--- config.mk ---
export PLATFORM = sky130hd
export DESIGN_NAME = veda_mc_core
export DESIGN_NICKNAME = d
export VERILOG_FILES = /design/src/rtl/veda_mc_core.sv
export SDC_FILE = /design/constraint.sdc
export NUM_CORES = 2
export LEC_CHECK = 0
export ABC_AREA = 1
export BUFFER_PORTS_ARGS = -buffer_cell sky130_fd_sc_hd__buf_2
export CORE_MARGIN = 3
export CORE_UTILIZATION = 25
export DETAILED_ROUTE_END_ITERATION = 7
export PLACE_DENSITY = 0.43
export SYNTH_ARGS = -nofsm -noshare
export SYNTH_HDL_FRONTEND = slang
export SYNTH_SLANG_ARGS = --single-unit
--- constraint.sdc ---
create_clock -name clk -period 13.9 [get_ports clk]
set_clock_uncertainty 0.2 [all_clocks]
set_input_delay 0 -clock clk [delete_from_list [all_inputs] [get_ports clk]]
set_output_delay 0 -clock clk [all_outputs]
set_load 0.1 [all_outputs]
--- src/rtl/veda_mc_core.sv ---
// veda_mc_core -- multi-cycle Veda core (6-bit opcode ISA) driven by an explicit FSM.
//
// Each instruction walks FETCH -> DECODE -> EXEC -> [MEM] -> WB. Instruction and data
// memories are separate. Both use a req/ready handshake, so wait-state memories work.
//
// Ports:
//   clk, rst                 rising-edge clock, synchronous active-high reset
//   imem_req/addr/ready/rdata instruction fetch handshake (addr = PC)
//   dmem_req/we/addr/wdata    data access request, held stable until dmem_ready
//   dmem_ready/rdata          access complete; load data valid with ready
//   halted                    core parked after HALT (only rst leaves)
//   retire                    one-cycle pulse per retired instruction
//
// Optional feature macro VEDA_MC_CORE_PERF_EN:
//   Adds the saturating 32-bit counters cycle_cnt (non-HALT cycles) and
//   instr_cnt (retired instructions). Both counters clear on rst.
module veda_mc_core #(
  parameter int XLEN     = 32,
  parameter int PC_W     = 9,
  parameter int DA_W     = 9,
  parameter int RESET_PC = 0
) (
  input  logic            clk,
  input  logic            rst,
  output logic            imem_req,
  output logic [PC_W-1:0] imem_addr,
  input  logic            imem_ready,
  input  logic [31:0]     imem_rdata,
  output logic            dmem_req,
  output logic            dmem_we,
  output logic [DA_W-1:0] dmem_addr,
  output logic [XLEN-1:0] dmem_wdata,
  input  logic            dmem_ready,
  input  logic [XLEN-1:0] dmem_rdata,
  output logic            halted,
  output logic            retire
`ifdef VEDA_MC_CORE_PERF_EN
  ,
  output logic [31:0]     cycle_cnt,
  output logic [31:0]     instr_cnt
`endif
);

  localparam int SH_W = $clog2(XLEN);

  localparam logic [5:0] OP_LW   = 6'd12;
  localparam logic [5:0] OP_SW   = 6'd13;
  localparam logic [5:0] OP_HALT = 6'd31;

  typedef enum logic [2:0] {S_FETCH, S_DECODE, S_EXEC, S_MEM, S_WB, S_HALT} state_t;

  function automatic logic signed [XLEN-1:0] sext16(input logic [15:0] v);
    return XLEN'($signed(v));
  endfunction

  function automatic logic signed [XLEN-1:0] zext16(input logic [15:0] v);
    return XLEN'(v);
  endfunction

  state_t state, state_next;

  logic [PC_W-1:0]        pc, pc_inc, npc, npc_c;
  logic [31:0]            ir;
  logic signed [XLEN-1:0] rf [32];
  logic signed [XLEN-1:0] a, b, res, res_c, wd;
  logic [SH_W-1:0]        sh;
  logic [DA_W-1:0]        ea;
  logic                   taken;
  logic                   wen;
  logic [4:0]             dst;

  logic [5:0]  op;
  logic [4:0]  rs, rt, rd, rsh;
  logic [15:0] imm;

  assign op  = ir[31:26];
  assign rs  = ir[25:21];
  assign rt  = ir[20:16];
  assign rd  = ir[15:11];
  assign rsh = ir[10:6];
  assign imm = ir[15:0];

  assign pc_inc    = pc + PC_W'(1);
  assign imem_addr = pc;

  // EXEC datapath: ALU result, branch decision, next PC
  always_comb begin
    res_c = '0;
    npc_c = pc_inc;
    taken = 1'b0;
    case (op)
      6'd0, 6'd2: res_c = a + b;
      6'd1, 6'd3: res_c = a - b;
      6'd4:       res_c = a + sext16(imm);
      6'd5:       res_c = a + zext16(imm);
      6'd6:       res_c = a & b;
      6'd7:       res_c = a | b;
      6'd8:       res_c = a & zext16(imm);
      6'd9:       res_c = a | zext16(imm);
      6'd10:      res_c = b << sh;
      6'd11:      res_c = b >> sh;
      6'd14:      taken = (a == b);
      6'd15:      taken = (a != b);
      6'd16:      taken = (a > b);
      6'd17:      taken = (a >= b);
      6'd18:      taken = (a < b);
      6'd19:      taken = (a <= b);
      6'd20:      npc_c = PC_W'(imm);
      6'd21:      npc_c = a[PC_W-1:0];
      6'd22: begin
        npc_c = PC_W'(imm);
        res_c = XLEN'(pc_inc);
      end
      6'd23:      res_c = zext16(imm);
      6'd24:      res_c = (a < b) ? XLEN'(1) : '0;
      OP_HALT:    npc_c = pc;
      default:    ;
    endcase
    // Offset is added modulo 2^PC_W, so only its low PC_W bits matter.
    if (taken) npc_c = pc_inc + PC_W'(imm);
  end

  // Destination select for WB
  always_comb begin
    wen = 1'b0;
    dst = rd;
    case (op)
      6'd0, 6'd1, 6'd2, 6'd3, 6'd6, 6'd7, 6'd10, 6'd11, 6'd24: wen = 1'b1;
      6'd4, 6'd5, 6'd8, 6'd9, OP_LW, 6'd23: begin
        wen = 1'b1;
        dst = rt;
      end
      6'd22: begin
        wen = 1'b1;
        dst = 5'd31;
      end
      default: ;
    endcase
  end

  // FSM next state and handshake outputs; rst forces every output low at once
  always_comb begin
    state_next = state;
    imem_req   = 1'b0;
    dmem_req   = 1'b0;
    dmem_we    = 1'b0;
    dmem_addr  = '0;
    dmem_wdata = '0;
    halted     = 1'b0;
    retire     = 1'b0;
    case (state)
      S_FETCH: begin
        imem_req = 1'b1;
        if (imem_ready) state_next = S_DECODE;
      end
      S_DECODE: state_next = S_EXEC;
      S_EXEC:   state_next = (op == OP_LW || op == OP_SW) ? S_MEM : S_WB;
      S_MEM: begin
        dmem_req   = 1'b1;
        dmem_we    = (op == OP_SW);
        dmem_addr  = ea;
        dmem_wdata = wd;
        if (dmem_ready) state_next = S_WB;
      end
      S_WB: begin
        retire     = 1'b1;
        state_next = (op == OP_HALT) ? S_HALT : S_FETCH;
      end
      S_HALT:   halted = 1'b1;
      default:  state_next = S_FETCH;
    endcase
    if (rst) begin
      imem_req   = 1'b0;
      dmem_req   = 1'b0;
      dmem_we    = 1'b0;
      dmem_addr  = '0;
      dmem_wdata = '0;
      halted     = 1'b0;
      retire     = 1'b0;
    end
  end

  // Architectural state: FSM, PC, register file
  always_ff @(posedge clk) begin
    if (rst) begin
      state <= S_FETCH;
      pc    <= PC_W'(RESET_PC);
      for (int i = 0; i < 32; i++) rf[i] <= '0;
    end else begin
      state <= state_next;
      if (state == S_WB) begin
        pc <= npc;
        if (wen && dst != 5'd0) rf[dst] <= res;
      end
    end
  end

  // Per-stage datapath latches (no reset: always rewritten before use)
  always_ff @(posedge clk) begin
    // FETCH -> DECODE
    if (state == S_FETCH && imem_ready) ir <= imem_rdata;
    // DECODE -> EXEC
    if (state == S_DECODE) begin
      a  <= rf[rs];
      b  <= rf[rt];
      sh <= rf[rsh][SH_W-1:0];
    end
    // EXEC -> MEM/WB
    if (state == S_EXEC) begin
      res <= res_c;
      npc <= npc_c;
      ea  <= DA_W'(a + sext16(imm));
      wd  <= b;
    end
    // MEM -> WB
    if (state == S_MEM && dmem_ready && op == OP_LW) res <= dmem_rdata;
  end

`ifdef VEDA_MC_CORE_PERF_EN
  function automatic logic [31:0] sat_inc(input logic [31:0] v);
    return (&v) ? v : v + 32'd1;
  endfunction

  always_ff @(posedge clk) begin
    if (rst) begin
      cycle_cnt <= '0;
      instr_cnt <= '0;
    end else begin
      if (state != S_HALT) cycle_cnt <= sat_inc(cycle_cnt);
      if (retire) instr_cnt <= sat_inc(instr_cnt);
    end
  end
`endif

endmodule

==> run metrics <==
DRT Pass-1 Iters 7; Die H 553 um; Longest Clk Path Bufs 3; Synth Warn # 0; CTS root buffer clkbuf_16; final hold violations 1; Leak ~31 nW; final setup vio count 0; antenna-violating nets left 0; CP Data Arrival Time 5.36 ns; initial cell density of the core 0.252; HP Start dmem_rdata[29]; DP Wirelength about 250000 um; Final Power 13.2 mW; H-tree depth 4; Die X-Extent 553 um; GRT overflow 0; Placement Setup Slack ~8.6 ns; post-route cell area ~85000 um2; Synth Flop Type edfxtp_1; Worst-Skew Late Latency 0.85 ns; IR drop worst, VDD 0.0977 mV; failing checks negative hold slack; Syn Inst Count 9020; capturing element type of the critical path flip-flop; run status complete, but fails checks; I/O pins between 100 and 150; synth-to-layout area growth 14.3%; Final Max Slew Viols 0; Avg Inst Size Synth 8.28 um2; share of post-route cells with drive strength above 1 0.0793; worst hold path class in2reg; crit path max-delay cell type nand2_2; flop and latch count out of synthesis 1219; placed insts between 10k and 15k; Total GRT Usage 0.248; post-synth top area share 0.485; worst reg2reg endpoint rf[16][27]$_SDFFCE_PN0P_; r2r startpoint ir[26]$_DFFE_PP_; core region area 297000 um2; most frequent cell after synthesis nor2_1; via/cell ratio 5.73; 1st-iter DRT viols 10.7k; CP Max Fanout 51; largest net degree at the start of global routing 132; # rows 200; worst reg2reg path depth 16; post-synthesis sequential area ratio 0.488; CP startpoint kind flip-flop; CTS tree done; die area approximately 310000 um2; synth top area cells edfxtp_1 49%, nor2_1 12%, o21ai_0 9.1%; slew at the pin with the worst max-slew slack between 1 and 1.5 ns; Fmax 0.188 GHz; Min Hold Slack -0.0107 ns; Post-Layout Cell Count 12.9k; CTS Buf Count 153; clk sinks 1219; Tcrit/Tclk final 0.383; Synth area leader edfxtp_1; setup ws final 8.58 ns; number of global-route vias before repair 70.2k; Nets 9140; Post-synth ARST share 0; Post-CTS Setup Bufs 0; Crit Path Class reg2reg; Final Core Density 0.288; Max stage delay on crit path 1.00 ns; drt drc 0; final WL 396000 um; top post-synthesis cells by count 2289 x nor2_1, 1363 x o21ai_0, 1207 x edfxtp_1; clock-pin transition on the worst setup and hold timing paths 0.06 ns; placed inst area approximately 79000 um2; Placer Congestion 0.967; Required @ worst endpoint 13.94 ns; R2R Setup Slk approximately 8.6 ns; Hold Path Sink res[29]$_DFFE_PP_; final setup TNS 0 ns; WL per Instance between 30 and 40 um; power density cells 155 nW/um2; Max-Slew Margin vs Limit 0.0683; MaxCap Viol Count 0; first-pass GRT wire length 548000 um; post-synthesis cell type count 54; sequential cell area about 36000 um2; Worst Hold Depth 4; Multi-input gate area roughly 34000 um2; RSZ-0062 raised after global routing false; number of synthesized flops with an enable pin roughly 1.2k; Mapped Area 74700 um2; Fill cells ~31k; minimum clock period 5.32 ns; initial antenna violation count 18; number of buffers inserted by port buffering 122; via count roughly 74k; CP cell instances inv_1 > nor2_1 > nand3_2 > buf_4 > nand2_1 > nor2_4 > nand2_2 > nand2_1 > nand3_2 > nor2_4 > nand3_4 > nand2_8 > nor2_4 > nand2_2 > buf_4 > nand2_2
layout make-up:
type	count	share of cell area
inverter	389	0.0177
clock buffer	189	0.0473
timing repair buffer	439	0.0393
sequential	1219	0.427
multi-input combinational	6676	0.399
tap	3939	0.0577
clock inverter	91	0.0121
antenna	5	0.000146
critical path, delay by kind of cell, from the launching register on:
kind	cells	cell delay, ns
and+or+nand+nor	13	2.83
buffers and inverters	3	1.18
DFF	1	0.50
report_power, final:
part / internal [mW] / switching (mW)
Sequential: 4.31 / 0.289
Clock: 2.36 / 1.76
Combinational: 1.08 / 3.42
flip-flops by register name, indices dropped and copies added (netlist names):
name / count
wd: 32
state: 3
ea: 9
npc: 9
res: 32
rf: 1024
ir: 32
a: 32
sh: 5
imem_addr: 9
b: 32
layer usage:
metal  track usage  vias to the layer above  share of wire
met4         0.101                        2          0.045
met5             0                        -       0.000033
met3        0.0450                      882          0.096
li1              -                    31600              -
met2         0.386                     4781           0.44
met1         0.338                    36900           0.42
how the worst max path moves through the flow:
stage                                      from                       end  slack [ns]  cells after the start
after floorplan           state[0]$_SDFFE_PP0P_    rf[5][0]$_SDFFCE_PN0P_        7.95                     10
final                          ir[26]$_DFFE_PP_  rf[16][27]$_SDFFCE_PN0P_        8.58                     16
after global placement         ir[26]$_DFFE_PP_  rf[18][19]$_SDFFCE_PN0P_        8.56                     15
after CTS                      ir[26]$_DFFE_PP_  rf[18][30]$_SDFFCE_PN0P_        8.55                     15
after global routing           ir[26]$_DFFE_PP_  rf[18][30]$_SDFFCE_PN0P_        8.33                     15
after detailed placement       ir[26]$_DFFE_PP_  rf[18][19]$_SDFFCE_PN0P_        8.57                     15
logic make-up (layout without fill, tap and decap cells):
logic type | Yosys count | count (layout) | share of synthesized area
compound gates | 2438 | 2438 | 0.196
buf+inv | 1156 | 1108 | 0.0599
fa+ha+maj | 194 | 194 | 0.0329
simple gates | 3977 | 3977 | 0.218
mux | 5 | 5 | 0.000670
xor+xnor | 30 | 30 | 0.00352
flops | 1219 | 1219 | 0.488
other cells | 1 | 37 | 0.0000502
layout by cell type, fill, tap and decap left out, types with 22 or more instances in the layout:
cell type and instances:
inv_2 25, ha_1 190, nor3_2 27, o211ai_1 31, edfxtp_1 1207, nand2_1 912
o21a_1 22, nand2_2 54, a21oi_1 260, nand3_1 414, clkinv_1 43, o22ai_1 124
nor2_1 2287, clkbuf_1 31, dlygate4sd3_1 117, clkbuf_16 156, nor3_1 179, a32oi_1 61
buf_4 195, xor2_1 22, buf_2 121, a31oi_1 77, nand4_1 27, o21ai_0 1358
clkinv_2 30, conb_1 32, o221ai_1 428, inv_1 338
timing repair:
action / CTS / global route
endpoints found under the setup margin: 0 / 0
endpoints found under the hold margin: 115 / 0
hold buffers: 117 / 0
resized for setup: 0 / 0
Power figures use the tool's default switching activity.
